$ cat src/rtl/loba_pkg.sv
// Shared widths, S1 operand record and leading-one helper for the LOBA multiplier.
// LOBA_ROUND_EN widens the segment by one bit for midpoint compensation.
package loba_pkg;

   localparam int LOBA_N = 16;
   localparam int LOBA_K = 4;

`ifdef LOBA_ROUND_EN
   localparam int SEGW = LOBA_K + 1;
`else
   localparam int SEGW = LOBA_K;
`endif

   localparam int SHW   = $clog2(LOBA_N) + 1;
   localparam int PRODW = 2 * SEGW;

   typedef struct packed {
      logic [SEGW-1:0] seg;
      logic [SHW-1:0]  sh;
      logic            sign;
   } loba_op_t;

   // Index of the highest set bit; 0 for a zero input.
   function automatic logic [SHW-1:0] lead_one(input logic [LOBA_N-1:0] m);
      lead_one = '0;
      for (int i = 0; i < LOBA_N; i++) begin
         if (m[i]) lead_one = SHW'(i);
      end
   endfunction

endpackage

$ cat src/rtl/loba_seg.sv
// Combinational magnitude, leading-one detect and segment extraction for one operand.
// LOBA_ROUND_EN appends a midpoint bit to truncated segments.
module loba_seg
   import loba_pkg::*;
#(
   parameter int N      = LOBA_N,
   parameter int K      = LOBA_K,
   parameter bit SIGNED = 1'b0
) (
   input  logic [N-1:0] x,
   output loba_op_t     op
);

   logic           neg;
   logic [N-1:0]   mag;
   logic [SHW-1:0] p;
   logic [SHW-1:0] sh;
   logic [N-1:0]   shifted;
   logic [K-1:0]   seg_k;

   always_comb begin
      neg = SIGNED && x[N-1];
      // -2^(N-1) negates to itself, which reads correctly as an unsigned magnitude
      mag = neg ? (~x + 1'b1) : x;
      p   = lead_one(mag);
      if ((mag >> K) == '0) sh = '0;
      else                  sh = p - SHW'(K - 1);
      shifted = mag >> sh;
      seg_k   = shifted[K-1:0];

      op      = '0;
      op.sign = neg;
      op.sh   = sh;
`ifdef LOBA_ROUND_EN
      if (sh != '0) begin
         op.seg = {seg_k, 1'b1};
         op.sh  = sh - 1'b1;
      end else begin
         op.seg = {1'b0, seg_k};
      end
`else
      op.seg = seg_k;
`endif
   end

endmodule

$ cat src/rtl/loba_mult_pipe.sv
// Three-stage LOBA approximate multiplier with valid/ready on both sides.
// Build with LOBA_ROUND_EN for midpoint-compensated segments.
module loba_mult_pipe
   import loba_pkg::*;
#(
   parameter int N      = LOBA_N,
   parameter int K      = LOBA_K,
   parameter bit SIGNED = 1'b0
) (
   input  logic           clk,
   input  logic           rst,
   input  logic           in_valid,
   output logic           in_ready,
   input  logic [N-1:0]   in_a,
   input  logic [N-1:0]   in_b,
   output logic           out_valid,
   input  logic           out_ready,
   output logic [2*N-1:0] out_p
);

   // The S1 record type is sized from the package, so the widths must agree.
   if (N != LOBA_N || K != LOBA_K) begin : g_cfg_check
      $error("loba_mult_pipe: N/K must match loba_pkg LOBA_N/LOBA_K");
   end

   loba_op_t op_a, op_b;
   loba_op_t a1, b1;

   logic             v1, v2, v3;
   logic             ld1, ld2, ld3;
   logic             mv1, mv2, mv3;
   logic [PRODW-1:0] prod2;
   logic [SHW:0]     sh2;
   logic             sign2;
   logic [2*N-1:0]   mag3;
   logic [2*N-1:0]   p_next;

   loba_seg #(.N(N), .K(K), .SIGNED(SIGNED)) u_seg_a (.x(in_a), .op(op_a));
   loba_seg #(.N(N), .K(K), .SIGNED(SIGNED)) u_seg_b (.x(in_b), .op(op_b));

   // Ready ripples back from out_ready so a full pipe still accepts while draining.
   always_comb begin
      mv3      = v3 & out_ready;
      ld3      = !v3 | mv3;
      mv2      = v2 & ld3;
      ld2      = !v2 | mv2;
      mv1      = v1 & ld2;
      ld1      = !v1 | mv1;
      in_ready = ld1;
   end

   always_ff @(posedge clk) begin
      if (rst) begin
         v1 <= 1'b0;
         v2 <= 1'b0;
         v3 <= 1'b0;
      end else begin
         if (ld1) v1 <= in_valid;
         if (ld2) v2 <= v1;
         if (ld3) v3 <= v2;
      end
   end

   always_ff @(posedge clk) begin
      if (ld1 && in_valid) begin
         a1 <= op_a;
         b1 <= op_b;
      end
      if (ld2 && v1) begin
         prod2 <= PRODW'(a1.seg) * PRODW'(b1.seg);
         sh2   <= {1'b0, a1.sh} + {1'b0, b1.sh};
         sign2 <= a1.sign ^ b1.sign;
      end
   end

   // A zero magnitude is never negated, so the product is always +0.
   always_comb begin
      mag3   = (2*N)'(prod2) << sh2;
      p_next = (SIGNED && sign2 && (mag3 != '0)) ? (~mag3 + 1'b1) : mag3;
   end

   always_ff @(posedge clk) begin
      if (rst)              out_p <= '0;
      else if (ld3 && v2)   out_p <= p_next;
   end

   assign out_valid = v3;

endmodule

$ cat config.mk
export PLATFORM = sky130hd
export DESIGN_NAME = loba_mult_pipe
export DESIGN_NICKNAME = d
export VERILOG_FILES = /design/src/rtl/loba_pkg.sv /design/src/rtl/loba_seg.sv /design/src/rtl/loba_mult_pipe.sv
export SDC_FILE = /design/constraint.sdc
export NUM_CORES = 1
export LEC_CHECK = 0
export CAP_MARGIN = 20
export CORE_UTILIZATION = 30
export CTS_CLUSTER_SIZE = 10
export DETAILED_ROUTE_END_ITERATION = 7
export GPL_ROUTABILITY_DRIVEN = 0
export GPL_TIMING_DRIVEN = 0
export PLACE_DENSITY = 0.49
export SYNTH_ARGS = -nofsm -noshare
export SYNTH_HDL_FRONTEND = slang
export SYNTH_SLANG_ARGS = --single-unit
$ cat constraint.sdc
create_clock -name clk -period 2.9 [get_ports clk]
set_input_delay 0.29 -clock clk [delete_from_list [all_inputs] [get_ports clk]]
set_output_delay 0.29 -clock clk [all_outputs]
set_load 0.02 [all_outputs]
==> results of run 1 <==
[final timing paths]
| path | startpoint | slack, ns | depth (start not counted) | to |
|---|---|---|---|---|
| setup / recovery | b1[8] | 0.10 | 10 | prod2[7] |
| hold / removal | rst | 0.37 | 2 | out_p[0] |
| setup reg to reg | b1[8] | 0.10 | 10 | prod2[7] |
| hold reg to reg | out_p[9] | 0.46 | 2 | out_p[9] |
[area by class of cell]
| type | instances | share of cell area, % |
|---|---|---|
| clock inverters | 4 | 0.345 |
| plain buffers | 29 | 2.56 |
| repair buffers | 79 | 12.6 |
| multi-input cells | 404 | 46.9 |
| well taps | 211 | 4.29 |
| clock buffers | 12 | 4.35 |
| flip-flops and latches | 67 | 27.0 |
| inverters | 33 | 2.01 |
[per-layer routing]
layer,global-route usage [%],up-vias,share of wire [%]
met4,4.43,0,1.6
met5,0,-,0
met2,24.8,142,49
met3,2.96,16,4.6
met1,18.6,2004,45
li1,-,2146,-
[layout by cell type (no fill, tap or decap), drive strengths merged, types with 7 or more instances in the layout]
cell type / n
nor2: 61
clkdlybuf4s50: 49
o21ai: 40
nand2: 39
dfxtp: 35
inv: 34
edfxtp: 32
clkbuf: 31
a21oi: 30
a22oi: 28
mux2i: 27
buf: 27
nor3: 20
ha: 19
mux2: 14
nand3: 13
and2: 11
dlymetal6s2s: 11
xnor2: 9
nor4: 8
nand2b: 7
a31oi: 7
[critical path: stages (launching register included)]
cell and delay, ns:
edfxtp_1 0.43, nand2_1 0.11, fa_1 0.44, fa_1 0.54, inv_1 0.06, ha_1 0.29
a21o_1 0.17, a21oi_2 0.17, o21bai_1 0.08, a21oi_1 0.17, xnor2_1 0.08
[kinds of logic after synthesis]
group	after synthesis	synth area share [%]
simple gates	175	18.4
compound gates	149	21.4
flops	67	34.9
buf+inv	65	5.88
mux	44	10.5
fa+ha+maj	24	7.09
xor+xnor	10	1.84
other cells	1	0.0787
[sequential cells by signal, indices dropped and copies added, names as in the netlist]
name / flops
a1: 9
b1: 9
out_p: 32
out_valid: 1
prod2: 8
sh2: 6
v1: 1
v2: 1
[stage by stage]
stage	hold WS (ns)	cells
finish	0.367	839
global route	0.404	839
CTS	0.358	829
detailed placement	0.453	811
global placement	0.457	809
floorplan	0.441	536
[where the power goes]
group          internal [uW]  leakage, uW  switching [uW]
Combinational            408      0.00169             518
Clock                    649     0.000148             376
Sequential              1090     0.000589            43.7
Total                   2150      0.00242             938
[repair_timing]
item,in CTS,in global routing
pin swaps,2,9
setup endpoints to repair,9,8
setup buffers,5,10
resized for setup,14,20
==> metrics.md, run 1 <==
| Metric | Value |
|---|---|
| Vias | 4308 |
| Most common cell in the netlist | nor2_1 |
| Area leader, netlist | edfxtp_1 |
| Maximum clock frequency | 358 MHz |
| CTS Root Cell | clkbuf_16 |
| PortBufs | 62 |
| Final WS setup | 0.104 ns |
| IO Count | 70 |
| Largest net degree at the start of global routing | 17 |
| Power Total | 3090 uW |
| Post-DP HPWL | 9070 um |
| DR vias/cell | 5.13 |
| N_diodes | 0 |
| Detailed-router iteration count before antenna repair | 4 |
| CTS sink cnt | 67 |
| DIE WIDTH | 128 um |
| Initial antenna violation count | 0 |
| Nets | 683 |
| Largest cells by area after synthesis | edfxtp_1 (20%), dfxtp_1 (15%), mux2i_1 (5.7%) |
| Maxcap violations | 0 |
| Warnings from Yosys | 0 |
| Pins over their slew limit | 0 |
| # DRC | 0 |
| Layout area overhead | 29.3% |
| Core Footprint | 15400 um2 |
| Overflow after GRT | 0 |
| VDD IR-drop max | 0.238 mV |
| Skew-Pair Late Insertion Delay | 0.33 ns |
| Pre-CTS WS | -0.803 ns |
| Worst slew margin | 37.5% |
| Final setup violation count | 0 |
| Wire length per cell | 14.0 um |
| Synth top area share | 20.2% |
| Die Ht | 128 um |
| P_leak | 0.00242 uW |
| Layout cell share with drive strength beyond 1 | 14.5% |
| Die area | 16400 um2 |
| Final hold violations | 0 |
| CTS Buffer Depth | 2 |
| Starting DRT DRC Count | 210 |
| Clock-pin slew on the worst setup and hold paths | 0.05 ns |
| Arrival time at the worst endpoint | 2.86 ns |
| DRT Wirelength | 11700 um |
| Row cnt | 45 |
| Worst hold path class | input port to flop |
| Crit. End Element | flop |
| Post-synth ARST share | 0% |
| Total track usage | 14.6% |
| Largest fanout on the critical path | 3 |
| Final Skew | 0.0128 ns |
| Avg Synthesized Cell Area | 8.90 um2 |
| Placed inst area | 5680 um2 |
| Final Cell Area | 6160 um2 |
| TNS Setup | 0 ns |
| Crit start category | flop |
| Filler cell count | 1520 |
| Core Util, Final | 40.1% |
| CP Data Required Time | 2.96 ns |
| Initial core utilization | 31.0% |
| Ys flop type | dfxtp_1 |
| Reg area | 1660 um2 |
| Netlist cell types | 66 |
| Fin crit period | 2.80 ns |
| Synth Cell Area | 4760 um2 |
| Crit Path Class | flop to flop |
| # hold bufs at CTS | 0 |
| First-pass GRT wire length | 19400 um |
| Seq/Total Area, Yosys | 34.9% |
| Antenna-violating nets left | 0 |
| H-tree Lvls | 3 |
| Slew @ Worst Pin | 0.930 ns |
| #FFs+latches synth | 67 |
| Final period utilization | 96.4% |
| EDFF count, synth | 32 |
| Multi-input logic area | 2890 um2 |
| Most instantiated cells after synthesis | nor2_1 (60), nand2_1 (38), dfxtp_1 (35), edfxtp_1 (32), o21ai_0 (32) |
| Vias in the first global route | 3997 |
| Outcome | complete, no violations |
| Cts bufs inserted | 9 |
| Mapped Cells | 535 |
| CTS tree | yes |
| Power Density | 502 nW/um2 |
(Power assumes the default switching activity.)
==> inputs of run 2 (changes only) <==
SLEW_MARGIN = 25   (was default)
==> run 2 against run 1 <==
  * Sequential power about the same
  * Core utilization rose by 0.49 points
  * Critical path depth did not move
  * Largest power group unchanged
  * Via count is 0.95% lower
  * Routed wire length increased by 0.24%
  * Hold slack worse by 0.016 ns
  * Clock skew down 0.0020 ns
  * Total power increased by 3.1%
  * First-iteration DRC count up 7.1%
  * Critical path type unchanged
  * Non-clock buffer count is 1 higher
  * Highest routed layer unchanged
==> metrics.md, run 2 (synthesis results as in run 1) <==
| Metric | Value |
|---|---|
| Outcome | complete, no violations |
| Skew-Pair Late Insertion Delay | 0.33 ns (about the same) |
| Die area | 16400 um2 (unchanged) |
| Pins over their slew limit | 0 (unchanged) |
| Sw Ratio | 29.5% (-0.86 points) |
| Nets | 684 (+0.15%) |
| Wire length per cell | 14.0 um (+0.12%) |
| Power Density | 511 nW/um2 (+1.8%) |
| Arrival time at the worst endpoint | 2.84 ns (-0.02 ns) |
| Final setup violation count | 0 (unchanged) |
| Cts bufs inserted | 9 (unchanged) |
| CTS Buffer Depth | 2 (unchanged) |
| RSZ-0062 raised after global routing | true |
| Hold worst-path end | out_p[0] |
| Placed inst area | 5680 um2 (about the same) |
| Initial core utilization | 31.0% (unchanged) |
| Layout cell share with drive strength beyond 1 | 15.1% (+0.61 points) |
| Row cnt | 45 (unchanged) |
| Die Ht | 128 um (unchanged) |
| Filler cell count | 1534 (+0.92%) |
| Worst path cell trace | nand2_1, fa_1, fa_1, inv_1, ha_1, a21o_1, a21oi_2, o21bai_1, a21oi_1, xnor2_1 |
| Commonest non-fill, non-tap cell in the layout | nor2_1 |
| Worst path slowest cell | fa_1 |
| Most frequent cells in the layout | nor2_1 (59), clkdlybuf4s50_1 (46), nand2_1 (37) |
| Vias | 4267 (-0.95%) |
| CP dominant cell by count | fa_1 |
| Final hold violations | 0 (unchanged) |
| CTS Root Cell | clkbuf_16 |
| Starting DRT DRC Count | 225 (+7.1%) |
| Largest fanout on the critical path | 3 (unchanged) |
| Crit. End Element | flop |
| Pre-CTS WS | -0.812 ns (-0.00866 ns) |
| Largest net degree at the start of global routing | 14 (-3) |
| Int Pwr | 2250 uW (+4.3%) |
| Core Footprint | 15400 um2 (unchanged) |
| Crit start category | flop |
| CTS sink cnt | 67 (unchanged) |
| Clock power frac | 34.9% (+1.7 points) |
| Max reg flops | 32 (unchanged) |
| Clock-pin slew on the worst setup and hold paths | 0.05 ns (about the same) |
| IO Count | 70 (unchanged) |
| DRT Wirelength | 11800 um (+0.24%) |
| N_diodes | 0 (unchanged) |
| CP Data Required Time | 2.97 ns (about the same) |
| Overflow after GRT | 0 (unchanged) |
| Multi-input logic area | 2920 um2 (+1.1%) |
| Combinational Power Share | 29.3% (-0.7 points) |
| Biggest register | out_p |
| PortBufs | 62 (unchanged) |
| Detailed-router iteration count before antenna repair | 4 (unchanged) |
| Reg2Reg Capture Point | prod2[7] |
| H-tree Lvls | 3 (unchanged) |
| Hold Startpoint | rst |
| Hold Path Depth | 2 (unchanged) |
| Reg area | 1660 um2 (unchanged) |
| Delay-heaviest family, CP | adder cells |
| Vias in the first global route | 4043 (+1.2%) |
| Flop pwr share | 35.8% (-1.0 points) |
| P_sw | 940 uW (+0.15%) |
| Maximum clock frequency | 361 MHz (+1.0%) |
| R2R Setup Slk | 0.13 ns (+0.03 ns) |
| First-pass GRT wire length | 19500 um (+0.75%) |
| Slew @ Worst Pin | 0.972 ns (+0.0422 ns) |
| CTS tree | yes |
| Crit Path Class | flop to flop |
| Worst path buffer plus inverter count | 1 (unchanged) |
| DR vias/cell | 5.08 (-1.1%) |
| Final WS setup | 0.131 ns (+0.0278 ns) |
| Biggest regs | out_p x32, a1 x9, b1 x9 |
| Worst hold path class | input port to flop |
| Total track usage | 14.8% (+0.19 points) |
| Final Skew | 0.0108 ns (-0.00196 ns) |
| VDD IR-drop max | 0.308 mV (+29%) |
| Maxcap violations | 0 (unchanged) |
| Antenna-violating nets left | 0 (unchanged) |
| Worst slew margin | 34.7% (-2.8 points) |
| # DRC | 0 (unchanged) |
| Power Total | 3190 uW (+3.1%) |
| Slowest stage delay, CP | 0.54 ns (about the same) |
| P_leak | 0.00246 uW (+1.6%) |
| TNS Setup | 0 ns (unchanged) |
| Final Cell Area | 6230 um2 (+1.2%) |
| FF-to-FF path depth | 10 (unchanged) |
| Layout area overhead | 30.9% |
| Post-DP HPWL | 9090 um (+0.20%) |
| Fin crit period | 2.77 ns (-0.0278 ns) |
| DIE WIDTH | 128 um (unchanged) |
| RR Startpoint | b1[8] |
| Final period utilization | 95.5% (-0.96 points) |
| Initial antenna violation count | 0 (unchanged) |
-- run 2: cell types whose count changed in the layout (fill, tap and decap cells not counted), moves of 2 or more --
| cell | delta |
|---|---|
| clkdlybuf4s50_1 | -3 |
| clkinv_2 | -2 |
| dlymetal6s2s_1 | +2 |
| nor3_4 | +2 |
-- run 2: area by class of cell --
type                            instances  share of cell area [%]
Multi-Input combinational cell        404                    46.8
Timing Repair Buffer                   80                    12.7
Tap cell                              211                    4.23
Buffer                                 29                    2.59
Inverter                               33                    1.99
Sequential cell                        67                    26.7
Clock inverter                          3                   0.702
Clock buffer                           13                    4.35
-- run 2: worst register-to-register path, cell delays in order (launching register included) --
cell and delay, ns:
edfxtp_1 0.43, nand2_1 0.12, fa_1 0.44, fa_1 0.54, inv_1 0.07, ha_1 0.29
a21o_1 0.16, a21oi_2 0.15, o21bai_1 0.08, a21oi_1 0.15, xnor2_1 0.08
-- run 2: metrics by stage --
stage          std cells  hold WS (ns)  utilization, %
3_5_place_dp         811         0.458            37.0
3_3_place_gp         809         0.457            36.8
2_1_floorplan        536         0.441               -
6_report             840         0.351            40.6
5_1_grt              840         0.393            40.6
4_1_cts              832         0.350            39.6
-- run 2: power groups by stage --
| stage | logic (uW) | clock network (uW) | registers [uW] |
|---|---|---|---|
| 2_1_floorplan | 627 | 0 | 1150 |
| 3_3_place_gp | 858 | 0 | 1160 |
| 3_5_place_dp | 865 | 0 | 1160 |
| 4_1_cts | 903 | 1140 | 1140 |
| 5_1_grt | 1050 | 1180 | 1150 |
| 6_report | 933 | 1110 | 1140 |
-- run 2: how the worst max path moves through the flow --
stage                     startpoint        to  slack [ns]  cells after the start
after floorplan                a1[7]  prod2[7]        0.19                     10
after global placement       in_a[5]     a1[9]       -0.78                     14
after detailed placement     in_a[5]     a1[9]       -0.81                     14
after CTS                    in_a[2]     a1[7]       -0.02                     12
after global routing           b1[8]  prod2[7]       -0.01                     10
final                          b1[8]  prod2[7]        0.13                     10
-- run 2: layer usage --
layer / vias up / GRT usage, % / wire, um
met5: - / 0 / 0
met4: 0 / 4.57 / 175
met3: 14 / 2.80 / 474
met2: 121 / 25.9 / 5800
met1: 1981 / 18.3 / 5310
li1: 2151 / - / -
-- run 2: what timing repair did --
item	4_1_cts	5_1_grt
pin swaps	2	6
gates resized for setup	16	29
hold buffers	0	0
buffers inserted	8	8
setup endpoints to repair	9	8
==> inputs of run 3 (changes only) <==
REMOVE_ABC_BUFFERS = 1   (was default)
SYNTH_HIERARCHICAL = 1   (was default)
==> run 3 against run 2 <==
  * Hold slack better by 0.096 ns
  * Routed wire length increased by 3.5%
  * Via count up 1.6%
  * Cell area up 2.2%
  * Setup slack got worse by 0.058 ns
  * Clock skew shrank 0.0020 ns
  * Die area increased by 5.4%
  * Total power fell by 0.87%
  * Flip-flop and latch count stayed put
  * Largest cell class unchanged
  * Highest routed layer unchanged
==> metrics.md, run 3 <==
| Metric | Value |
|---|---|
| Outcome | complete, no violations |
| CTS tree | yes |
| RSZ-0062 raised after global routing | false |
| Warnings from Yosys | 6 (+6) |
| Antenna-violating nets left | 0 (unchanged) |
| Overflow after GRT | 0 (unchanged) |
| CP Data Required Time | 2.95 ns (-0.02 ns) |
| Skew-Pair Late Insertion Delay | 0.32 ns (about the same) |
| DR vias/cell | 5.37 (+5.8%) |
| Wire length per cell | 15.1 um (+7.7%) |
| DRT Wirelength | 12200 um (+3.5%) |
| Die Ht | 131 um (+2.7%) |
| Initial antenna violation count | 0 (unchanged) |
| First-pass GRT wire length | 20300 um (+3.9%) |
| Avg Synthesized Cell Area | 9.83 um2 (+10%) |
| Arrival time at the worst endpoint | 2.88 ns (+0.04 ns) |
| Slew @ Worst Pin | 0.892 ns (-0.0795 ns) |
| Clock-pin slew on the worst setup and hold paths | 0.05 ns (about the same) |
| CTS sink cnt | 67 (unchanged) |
| Power Density | 496 nW/um2 (-3.0%) |
| Nets | 646 (-5.6%) |
| Die area | 17300 um2 (+5.4%) |
| TNS Setup | 0 ns (unchanged) |
| PortBufs | 69 (+11%) |
| P_leak | 0.00242 uW (-1.7%) |
| Starting DRT DRC Count | 285 (+27%) |
| Crit start category | input port |
| Synth Cell Area | 5020 um2 (+5.5%) |
| Maximum clock frequency | 354 MHz (-2.1%) |
| IO Count | 70 (unchanged) |
| Biggest register | out_p |
| Crit Path Class | input port to flop |
| Mapped Cells | 511 (-4.5%) |
| Layout area overhead | 26.8% |
| Met2 Resource Use GR | 24.2% (-1.7 points) |
| Vias in the first global route | 4113 (+1.7%) |
| Commonest non-fill, non-tap cell in the layout | clkdlybuf4s50_1 |
| Final period utilization | 97.5% (+2.0 points) |
| Most frequent cells in the layout | clkdlybuf4s50_1 (48), inv_1 (40), dfxtp_1 (35) |
| Final Skew | 0.00877 ns (-0.00203 ns) |
| H-tree Lvls | 3 (unchanged) |
| Vias | 4337 (+1.6%) |
| Initial core utilization | 31.2% (+0.18 points) |
| DIE WIDTH | 131 um (+2.7%) |
| Non-Filler Instances | 807 (-3.9%) |
| # DRC | 0 (unchanged) |
| Crit. End Element | flop |
| Fin crit period | 2.83 ns (+0.0580 ns) |
| Row cnt | 46 (+2.2%) |
| Dpl cells | 771 (-4.9%) |
| Final setup violation count | 0 (unchanged) |
| GRT busiest layer | met2 |
| Total track usage | 14.1% (-0.67 points) |
| Worst hold path class | flop to flop |
| Cts bufs inserted | 9 (unchanged) |
| CTS Root Cell | clkbuf_16 |
| Biggest regs | out_p x32, a1 x9, b1 x9 |
| Detailed-router iteration count before antenna repair | 5 (+1) |
| Final hold violations | 0 (unchanged) |
| Layout cell share with drive strength beyond 1 | 19.3% (+4.2 points) |
| Maxcap violations | 0 (unchanged) |
| CTS Buffer Depth | 2 (unchanged) |
| N_diodes | 0 (unchanged) |
| Pins over their slew limit | 0 (unchanged) |
| Post-DP HPWL | 9260 um (+1.9%) |
| VDD IR-drop max | 0.256 mV (-17%) |
| Largest net degree at the start of global routing | 27 (+13) |
| Core Footprint | 16100 um2 (+4.8%) |
| Worst slew margin | 40.0% (+5.3 points) |
| Largest fanout on the critical path | 11 (+8) |
| Max reg flops | 32 (unchanged) |
| Grt met1 use | 18.1% (-0.24 points) |
| Met3 Track Usage GR | 2.16% (-0.64 points) |
## run 3: cell types whose count changed in the layout (fill, tap and decap cells not counted), sizes merged, moves of 8 or more
| cell | change |
|---|---|
| o21ai | -14 |
| a221o | +9 |
| nor2 | -25 |
| inv | +13 |
| a22oi | -20 |
| a21oi | -12 |
| mux4 | +11 |
| o211ai | +27 |
| mux2i | -14 |
| clkbuf | -8 |
| nor4 | +8 |
## run 3: area by class of cell
class	instances	area [um2]
Sequential cell	67	1660
Inverter	47	176
Clock buffer	14	264
Tap cell	216	270
Timing Repair Buffer	91	851
Fill cell	1633	9740
Clock inverter	2	12.5
Multi-Input combinational cell	370	3140
## run 3: worst paths after layout
check | to | slack (ns) | depth (start not counted) | start
max | b1[8] | 0.07 | 7 | in_b[7]
min | out_p[11] | 0.45 | 2 | out_p[11]
max reg2reg | prod2[7] | 0.15 | 9 | a1[7]
min reg2reg | out_p[11] | 0.45 | 2 | out_p[11]
## run 3: what timing repair did
action / 4_1_cts / 5_1_grt
pin swaps: 14 / 16
hold buffers: 0 / 0
buffers inserted: 19 / 1
resized for setup: 38 / 31
endpoints found under the setup margin: 10 / 9
## run 3: metrics by stage
step / setup slack [ns] / area (um2) / hold slack, ns / util [%] / total power, uW
2_1_floorplan: -0.00707 / 4800 / 0.359 / - / 1810
3_3_place_gp: -1.17 / 5760 / 0.438 / 35.8 / 2080
3_5_place_dp: -1.26 / 5790 / 0.446 / 35.9 / 2090
4_1_cts: 0.00881 / 6320 / 0.457 / 39.2 / 3160
5_1_grt: 0.000439 / 6370 / 0.476 / 39.5 / 3340
6_report: 0.0734 / 6370 / 0.447 / 39.5 / 3160
## run 3: metal layers
layer | share of wire, % | up-vias
li1 | - | 2118
met3 | 3.8 | 14
met2 | 49 | 124
met1 | 46 | 2081
met5 | 0 | -
met4 | 1.1 | 0
## run 3: report_power, final
group | switching [uW] | internal, uW
Clock | 364 | 624
Combinational | 531 | 465
Sequential | 75.0 | 1100
Total | 970 | 2190
## run 3: worst max-delay path: stages
cell and delay (ns):
clkdlybuf4s50_1 0.49, or4_1 0.63, o21ai_2 0.26, o21a_4 0.25, mux4_1 0.61, o2111ai_1 0.22, o211ai_1 0.12
